**src/rtl/btl_pkg.sv**
```systemverilog
// Shared types and target arithmetic for the programmable branch-target LUT.
package btl_pkg;

    // Widest offset / PC the target arithmetic supports; callers narrow the result.
    localparam int unsigned BTL_W_MAX = 32;

    typedef enum logic [0:0] {
        BTL_INIT = 1'b0,
        BTL_RUN  = 1'b1
    } btl_state_e;

    // Entry as seen by the target adder. The owning module fills off already
    // extended to BTL_W_MAX: zero-extended when abs, sign-extended otherwise.
    typedef struct packed {
        logic                 valid;
        logic                 abs;
        logic [BTL_W_MAX-1:0] off;
    } btl_entry_t;

    // Branch target at full width; low PC bits are the modulo-2**PC_W result.
    function automatic logic [BTL_W_MAX-1:0] btl_target(
        input btl_entry_t           entry,
        input logic [BTL_W_MAX-1:0] pc,
        input logic [BTL_W_MAX-1:0] default_off
    );
        logic [BTL_W_MAX-1:0] res;
        if (!entry.valid) begin
            res = pc + default_off;
        end else if (entry.abs) begin
            res = entry.off;
        end else begin
            res = pc + entry.off;
        end
        return res;
    endfunction

endpackage

```
**src/rtl/btl_if.sv**
```systemverilog
// Loader, lookup and target handshakes of the branch-target LUT.
interface btl_if #(
    parameter int unsigned IDX_W = 8,
    parameter int unsigned OFF_W = 10,
    parameter int unsigned PC_W  = 10
);
    logic             wr_en;
    logic             wr_ready;
    logic [IDX_W-1:0] wr_idx;
    logic [OFF_W-1:0] wr_off;
    logic             wr_abs;

    logic             lk_valid;
    logic             lk_ready;
    logic [IDX_W-1:0] lk_idx;
    logic [PC_W-1:0]  lk_pc;

    logic             tgt_valid;
    logic             tgt_ready;
    logic [PC_W-1:0]  tgt_pc;
    logic             tgt_hit;

    // Decode / loader / PC-register side.
    modport master (
        output wr_en, wr_idx, wr_off, wr_abs,
        output lk_valid, lk_idx, lk_pc,
        output tgt_ready,
        input  wr_ready, lk_ready, tgt_valid, tgt_pc, tgt_hit
    );

    // LUT side.
    modport slave (
        input  wr_en, wr_idx, wr_off, wr_abs,
        input  lk_valid, lk_idx, lk_pc,
        input  tgt_ready,
        output wr_ready, lk_ready, tgt_valid, tgt_pc, tgt_hit
    );
endinterface

```
**src/rtl/btl_entry_ram.sv**
```systemverilog
// Entry storage: one write port, one asynchronous read port, per-entry valid clear.
module btl_entry_ram #(
    parameter int unsigned IDX_W = 8,
    parameter int unsigned DEPTH = 256,
    parameter int unsigned OFF_W = 10
) (
    input  logic             clk,
    input  logic             wr_en,
    input  logic [IDX_W-1:0] wr_idx,
    input  logic             wr_abs,
    input  logic [OFF_W-1:0] wr_off,
    input  logic             clr_en,
    input  logic [IDX_W-1:0] clr_idx,
    input  logic [IDX_W-1:0] rd_idx,
    output logic             rd_valid_c,
    output logic             rd_abs_c,
    output logic [OFF_W-1:0] rd_off_c
);
    // Storage is deliberately not reset; the owner's INIT sweep clears valid bits.
    logic             valid_q [DEPTH];
    logic             abs_q   [DEPTH];
    logic [OFF_W-1:0] off_q   [DEPTH];

    // Clear wins over write; the owner never issues both in one cycle.
    always_ff @(posedge clk) begin
        if (clr_en) begin
            valid_q[clr_idx] <= 1'b0;
        end else if (wr_en) begin
            valid_q[wr_idx] <= 1'b1;
            abs_q[wr_idx]   <= wr_abs;
            off_q[wr_idx]   <= wr_off;
        end
    end

    // Asynchronous read; caller keeps rd_idx in range.
    always_comb begin
        rd_valid_c = valid_q[rd_idx];
        rd_abs_c   = abs_q[rd_idx];
        rd_off_c   = off_q[rd_idx];
    end
endmodule

```
**src/rtl/branch_target_lut.sv**
```systemverilog
// Runtime-programmable branch-target LUT with registered target output.
module branch_target_lut
    import btl_pkg::*;
#(
    parameter int unsigned IDX_W       = 8,
    parameter int unsigned DEPTH       = 256,
    parameter int unsigned OFF_W       = 10,
    parameter int unsigned PC_W        = 10,
    parameter int          DEFAULT_OFF = 1
) (
    input logic  clk,
    input logic  reset_n,
    input logic  flush,
    btl_if.slave bus
);
    localparam logic [0:0] S_INIT = BTL_INIT;
    localparam logic [0:0] S_RUN  = BTL_RUN;

    logic [0:0]       state_q, state_d;
    logic [IDX_W-1:0] clr_cnt_q, clr_cnt_d;
    logic             run;
    logic             clr_en;
    logic             wr_in_range, lk_in_range;
    logic             wr_fire, lk_fire, bypass;
    logic [IDX_W-1:0] rd_idx;
    logic             rd_valid_c, rd_abs_c;
    logic [OFF_W-1:0] rd_off_c;
    logic             sel_valid, sel_abs;
    logic [OFF_W-1:0] sel_off;
    btl_entry_t       ent;
    logic [PC_W-1:0]  tgt_pc_d;
    logic             tgt_valid_q, tgt_hit_q;
    logic [PC_W-1:0]  tgt_pc_q;

    // Handshake qualifiers; flush overrides both ports.
    assign run          = (state_q == S_RUN);
    assign clr_en       = (state_q == S_INIT);
    assign wr_in_range  = (32'(bus.wr_idx) < DEPTH);
    assign lk_in_range  = (32'(bus.lk_idx) < DEPTH);
    assign wr_fire      = bus.wr_en && run && wr_in_range && !flush;
    assign lk_fire      = bus.lk_valid && bus.lk_ready && !flush;
    assign bypass       = wr_fire && (bus.wr_idx == bus.lk_idx);
    assign rd_idx       = lk_in_range ? bus.lk_idx : '0;

    assign bus.wr_ready  = run;
    assign bus.lk_ready  = run && (!tgt_valid_q || bus.tgt_ready);
    assign bus.tgt_valid = tgt_valid_q;
    assign bus.tgt_pc    = tgt_pc_q;
    assign bus.tgt_hit   = tgt_hit_q;

    btl_entry_ram #(
        .IDX_W (IDX_W),
        .DEPTH (DEPTH),
        .OFF_W (OFF_W)
    ) u_ram (
        .clk        (clk),
        .wr_en      (wr_fire),
        .wr_idx     (bus.wr_idx),
        .wr_abs     (bus.wr_abs),
        .wr_off     (bus.wr_off),
        .clr_en     (clr_en),
        .clr_idx    (clr_cnt_q),
        .rd_idx     (rd_idx),
        .rd_valid_c (rd_valid_c),
        .rd_abs_c   (rd_abs_c),
        .rd_off_c   (rd_off_c)
    );

    // State and clear-counter registers.
    always_ff @(posedge clk or negedge reset_n) begin
        if (!reset_n) begin
            state_q   <= S_INIT;
            clr_cnt_q <= '0;
        end else begin
            state_q   <= state_d;
            clr_cnt_q <= clr_cnt_d;
        end
    end

    // INIT sweeps one entry per cycle for DEPTH cycles; flush restarts the sweep.
    always_comb begin
        state_d   = state_q;
        clr_cnt_d = clr_cnt_q;
        if (flush) begin
            state_d   = S_INIT;
            clr_cnt_d = '0;
        end else if (state_q == S_INIT) begin
            if (clr_cnt_q == IDX_W'(DEPTH - 1)) begin
                state_d   = S_RUN;
                clr_cnt_d = '0;
            end else begin
                clr_cnt_d = clr_cnt_q + IDX_W'(1);
            end
        end
    end

    // Write-through bypass, entry widening and target arithmetic.
    always_comb begin
        sel_valid = rd_valid_c;
        sel_abs   = rd_abs_c;
        sel_off   = rd_off_c;
        if (bypass) begin
            sel_valid = 1'b1;
            sel_abs   = bus.wr_abs;
            sel_off   = bus.wr_off;
        end
        ent.valid = sel_valid && lk_in_range;
        ent.abs   = sel_abs;
        ent.off   = sel_abs ? BTL_W_MAX'(sel_off) : BTL_W_MAX'($signed(sel_off));
        tgt_pc_d  = PC_W'(btl_target(ent, BTL_W_MAX'(bus.lk_pc), BTL_W_MAX'(DEFAULT_OFF)));
    end

    // Target register: flush drops it, fire loads it, accept without fire empties it.
    always_ff @(posedge clk or negedge reset_n) begin
        if (!reset_n) begin
            tgt_valid_q <= 1'b0;
            tgt_pc_q    <= '0;
            tgt_hit_q   <= 1'b0;
        end else if (flush) begin
            tgt_valid_q <= 1'b0;
        end else if (lk_fire) begin
            tgt_valid_q <= 1'b1;
            tgt_pc_q    <= tgt_pc_d;
            tgt_hit_q   <= ent.valid;
        end else if (bus.tgt_ready) begin
            tgt_valid_q <= 1'b0;
        end
    end

    // Remembers whether the previous cycle was a stall, for the hold check.
    logic            hold_q;
    logic [PC_W-1:0] hold_pc_q;
    logic            hold_hit_q;
    always_ff @(posedge clk or negedge reset_n) begin
        if (!reset_n) begin
            hold_q     <= 1'b0;
            hold_pc_q  <= '0;
            hold_hit_q <= 1'b0;
        end else begin
            hold_q     <= tgt_valid_q && !bus.tgt_ready;
            hold_pc_q  <= tgt_pc_q;
            hold_hit_q <= tgt_hit_q;
        end
    end

    // Parameter sanity and target stability across a stall.
    always_ff @(posedge clk) begin
        assert (DEPTH >= 1 && DEPTH <= (2 ** IDX_W))
            else $error("DEPTH out of range for IDX_W");
        assert (OFF_W <= BTL_W_MAX && PC_W <= BTL_W_MAX)
            else $error("OFF_W/PC_W wider than supported");
        if (reset_n && hold_q) begin
            assert (tgt_pc_q == hold_pc_q && tgt_hit_q == hold_hit_q)
                else $error("target changed while stalled");
        end
    end
endmodule
```
**src/flat_wrapper.sv**
```systemverilog
// flat-port wrapper written by rule: the top's interface ports become plain ports
module branch_target_lut_flat import btl_pkg::*;
#(
    parameter int unsigned IDX_W       = 8,
    parameter int unsigned DEPTH       = 256,
    parameter int unsigned OFF_W       = 10,
    parameter int unsigned PC_W        = 10,
    parameter int          DEFAULT_OFF = 1
)
  (clk, reset_n, flush, bus_wr_en, bus_wr_idx, bus_wr_off, bus_wr_abs, bus_lk_valid, bus_lk_idx, bus_lk_pc, bus_tgt_ready, bus_wr_ready, bus_lk_ready, bus_tgt_valid, bus_tgt_pc, bus_tgt_hit);
  btl_if #(.IDX_W(IDX_W), .OFF_W(OFF_W), .PC_W(PC_W)) bus_i ();
  input logic clk;
  input logic reset_n;
  input logic flush;
  input wire logic [$bits(bus_i.wr_en)-1:0] bus_wr_en;
  input wire logic [$bits(bus_i.wr_idx)-1:0] bus_wr_idx;
  input wire logic [$bits(bus_i.wr_off)-1:0] bus_wr_off;
  input wire logic [$bits(bus_i.wr_abs)-1:0] bus_wr_abs;
  input wire logic [$bits(bus_i.lk_valid)-1:0] bus_lk_valid;
  input wire logic [$bits(bus_i.lk_idx)-1:0] bus_lk_idx;
  input wire logic [$bits(bus_i.lk_pc)-1:0] bus_lk_pc;
  input wire logic [$bits(bus_i.tgt_ready)-1:0] bus_tgt_ready;
  output wire logic [$bits(bus_i.wr_ready)-1:0] bus_wr_ready;
  output wire logic [$bits(bus_i.lk_ready)-1:0] bus_lk_ready;
  output wire logic [$bits(bus_i.tgt_valid)-1:0] bus_tgt_valid;
  output wire logic [$bits(bus_i.tgt_pc)-1:0] bus_tgt_pc;
  output wire logic [$bits(bus_i.tgt_hit)-1:0] bus_tgt_hit;
  assign bus_i.wr_en = bus_wr_en;
  assign bus_i.wr_idx = bus_wr_idx;
  assign bus_i.wr_off = bus_wr_off;
  assign bus_i.wr_abs = bus_wr_abs;
  assign bus_i.lk_valid = bus_lk_valid;
  assign bus_i.lk_idx = bus_lk_idx;
  assign bus_i.lk_pc = bus_lk_pc;
  assign bus_i.tgt_ready = bus_tgt_ready;
  assign bus_wr_ready = bus_i.wr_ready;
  assign bus_lk_ready = bus_i.lk_ready;
  assign bus_tgt_valid = bus_i.tgt_valid;
  assign bus_tgt_pc = bus_i.tgt_pc;
  assign bus_tgt_hit = bus_i.tgt_hit;
  branch_target_lut #(.IDX_W(IDX_W), .DEPTH(DEPTH), .OFF_W(OFF_W), .PC_W(PC_W), .DEFAULT_OFF(DEFAULT_OFF)) u_core (.clk(clk), .reset_n(reset_n), .flush(flush), .bus(bus_i));
endmodule
```
**config.mk**
```make
export PLATFORM = sky130hd
export DESIGN_NAME = branch_target_lut_flat
export DESIGN_NICKNAME = d
export VERILOG_FILES = /design/src/rtl/btl_pkg.sv /design/src/rtl/btl_if.sv /design/src/rtl/btl_entry_ram.sv /design/src/rtl/branch_target_lut.sv /design/src/flat_wrapper.sv
export SDC_FILE = /design/constraint.sdc
export NUM_CORES = 2
export LEC_CHECK = 0
export CAP_MARGIN = 20
export CORE_ASPECT_RATIO = 1.4
export CORE_UTILIZATION = 40
export DETAILED_ROUTE_END_ITERATION = 10
export HOLD_SLACK_MARGIN = 0.06
export SLEW_MARGIN = 20
export SYNTH_ARGS = -nofsm -noshare
export SYNTH_HDL_FRONTEND = slang
export SYNTH_SLANG_ARGS = --single-unit
```
**constraint.sdc**
```tcl
create_clock -name clk -period 6.9 [get_ports clk]
set_input_delay 1.38 -clock clk [delete_from_list [all_inputs] [get_ports clk]]
set_output_delay 1.38 -clock clk [all_outputs]
set_load 0.05 [all_outputs]
```
==> flow_summary.toml <==
[pwr]
ir_drop_mv = 0.204
seqPwrFrac = 0.539
netSwitchingPower_uw = 8260
p_sw_frac = 0.215
p_clk_frac = 0.404
leakage_uw = 0.0437
power_density_nw_per_um2 = 277
internal_power_uw = 30100
p_comb_frac = 0.057
p_total_uw = 38300

[routing]
dr.pass1.iters = 8
vias = 62100
drcViolationCount = 0
drt_wl_total_um = 349000
vias_per_cell = 5.89
wl_per_cell_um = 33.0
drtIter0Drc = 7516
ant_nets = 0

[yosys]
synth_ff_type = "edfxtp_1"
synth_top_area_frac = 0.760
ys_ff_latch = 3093
synth_cell_types = 73
synth_warnings = 0
synth_edf_count = 3072
ys_top_cells_by_area = "edfxtp_1 (76%), mux4_2 (13%), mux2i_1 (1.9%)"
synth-seq-area-share = 0.764
syn_area_um2 = 121000
synth_fp_nets = 5937
yosysTopAreaCell = "edfxtp_1"
netlist_instances = 5882
syn_area_per_cell_um2 = 20.6
synth_async_sr_flop_share = 0.00679

[global_routing]
grt_start_max_net_pins = 197
gr-total-overflow = 0
grt_pass1_vias = 63400
grt_usage = 0.226
antenna_found_initial = 6
grt_pass1_wl_um = 486000

[timing]
rsz0062_at_grt = "false"
fin_worst_skew_ps = 49.7
fmax_ghz = 0.160
setup_ws_ps = 663
slew_headroom = 0.203
setup_viol = 0
drv_slew = 0
tightest_slew_ps = 1200
finalCritPeriodShare = 0.904
min_period_ps = 6240
finalHoldViolCount = 0

[critical_path]
end_kind = "flop"
ff2ff_path_depth = 20
cpPeakStageDelay_ps = 850
path_class = "in -> reg"
slowest_stage = "a2111oi_2"
rrSetupSlack_ps = 1450
path_delay_family = "compound AO/OA/AOI/OAI gates"
critPathMaxFanout = 41
arrival_ps = 7010
worst-path-buf-inv = 8
cp.required_ps = 7670
reg2reg_to = "u_core.bus.tgt_pc[4]$_DFFE_PN0P_"
crit_chain = "buf_8 > buf_12 > buf_4 > mux4_2 > a22oi_1 > a41oi_1 > a2111oi_2 > buf_4 > a211oi_1 > buf_4 > buf_4 > fa_1 > a21o_1 > a21oi_1 > buf_4 > xnor2_1 > nand2_1 > o21ai_0 > buf_4 > a221oi_1"
reg2reg_from = "u_core.bus.wr_ready$_DFF_PN0_"
cp-start-kind = "input port"
crit_top_cell = "buf_4"

[clock_tree]
insertion_delay_ps = 880
cts_setup_buffers = 0
root_buffer = "clkbuf_16"
htree_levels = 5
clock-sinks = 3093
cts.path.max_buffers = 4
cts_tree = "yes"
cts_hold_buf = 0
cts_made_buffers = 286
cts_resized = 0
clk_pin_slew_ps = 60

[final_layout]
final_cell_mix = "edfxtp_1 (3072), mux4_2 (711), nor2_1 (529), buf_4 (452), clkbuf_16 (297)"
area_growth_pct = 14.0
drive_gt1_frac = 0.258
final_common_cell = "edfxtp_1"
final_core_util = 0.458
finalNetCount = 6416

[run]
drv_cap = 0

[worst_hold_path]
hold_path_class = "reg -> reg"
hold_path_startpoint = "u_core.bus.tgt_hit$_DFFE_PN0P_"
worstHoldEndpoint = "u_core.bus.tgt_hit$_DFFE_PN0P_"
min_path_cells = 2

[floorplan]
dieHeight_um = 654
die_area_um2 = 306000
rows = 239
core_um2 = 302000
start_util = 0.402
fp.dieW_um = 468
ios = 57

[run_status]
outcome = "finished clean"

[place]
dpl.hpwl_um = 226000
dp_slack_ps = -121
portBuffers = 56
gp_routability_congestion = 1.02
## flip-flops by register name (all words and copies together), names as in the netlist
register              cells
u_core.u_ram.abs_q      256
u_core.u_ram.valid_q    256
u_core.u_ram.off_q     2560
u_core.bus.tgt_hit        1
u_core.bus.wr_ready       1
u_core.bus.tgt_valid      1
u_core.bus.tgt_pc        10
u_core.clr_cnt_q          8
## how the worst max path moves through the flow
stage                   from                            endpoint  cells after the start
4_1_cts        bus_lk_idx[1]    u_core.bus.tgt_pc[4]$_DFFE_PN0P_                     20
2_1_floorplan          flush  u_core.u_ram.valid_q[48]$_DFFE_PP_                     10
3_3_place_gp   bus_lk_idx[1]    u_core.bus.tgt_pc[4]$_DFFE_PN0P_                     20
3_5_place_dp   bus_lk_idx[1]    u_core.bus.tgt_pc[4]$_DFFE_PN0P_                     20
5_1_grt        bus_lk_idx[0]    u_core.bus.tgt_pc[9]$_DFFE_PN0P_                     20
6_report       bus_lk_idx[1]    u_core.bus.tgt_pc[4]$_DFFE_PN0P_                     20
## tightest hold or removal path, cell delays in order (launching register included)
cell and delay, ps:
dfrtp_1 380, nor2_1 60, nor2_1 70
## cell usage after synthesis (all sizes together), types with 10 or more instances
cell type,instances
a2111oi,23
a211oi,20
a21oi,38
a221o,14
a221oi,89
a22o,13
a22oi,138
a41oi,33
and2,12
and3,11
buf,208
clkbuf,156
dfrtp,21
edfxtp,3072
ha,11
mux2i,230
mux4,716
nand2,140
nand2b,16
nand3,47
nor2,581
nor2b,35
nor3,13
o21ai,105
xnor2,10
xor2,19
## cell type report
type | count | area [µm²]
clock inverters | 129 | 1190
well taps | 3976 | 4970
flip-flops and latches | 3093 | 92800
clock buffers | 368 | 7720
diodes | 8 | 20.0
inverters | 9 | 38.8
multi-input cells | 2416 | 26800
repair buffers | 555 | 4930
fillers | 25000 | 164000
## stage by stage
| step | hold slack, ps | cells | TNS, ps | cell area (µm²) |
|---|---|---|---|---|
| floorplan | 539 | 5882 | 0 | 121000 |
| global placement | 536 | 10000 | -2810 | 129000 |
| detailed placement | 534 | 10000 | -129 | 129000 |
| CTS | 550 | 10500 | 0 | 138000 |
| global route | 586 | 10500 | 0 | 138000 |
| finish | 551 | 10600 | 0 | 138000 |
## cells by family after synthesis
logic type      synth area share
flops                      0.764
buf+inv                   0.0169
xor+xnor                 0.00209
simple gates              0.0305
fa+ha+maj                0.00130
compound gates            0.0326
mux                        0.153
## metal layers
| layer | part of all wire | GRT usage | vias up |
|---|---|---|---|
| met4 | 0.065 | 0.129 | 4 |
| met5 | 0.000077 | 0 | - |
| li1 | - | - | 25300 |
| met3 | 0.066 | 0.0346 | 716 |
| met1 | 0.36 | 0.268 | 33300 |
| met2 | 0.51 | 0.391 | 2751 |
## power by group through the flow
stage	combinational (µW)	sequential (µW)	clock (µW)
2_1_floorplan	1040	21100	0
3_3_place_gp	2160	21000	0
3_5_place_dp	2180	21000	0
4_1_cts	2180	20600	15700
5_1_grt	2260	20600	16300
6_report	2190	20600	15500
Power figures use the tool's default switching activity.
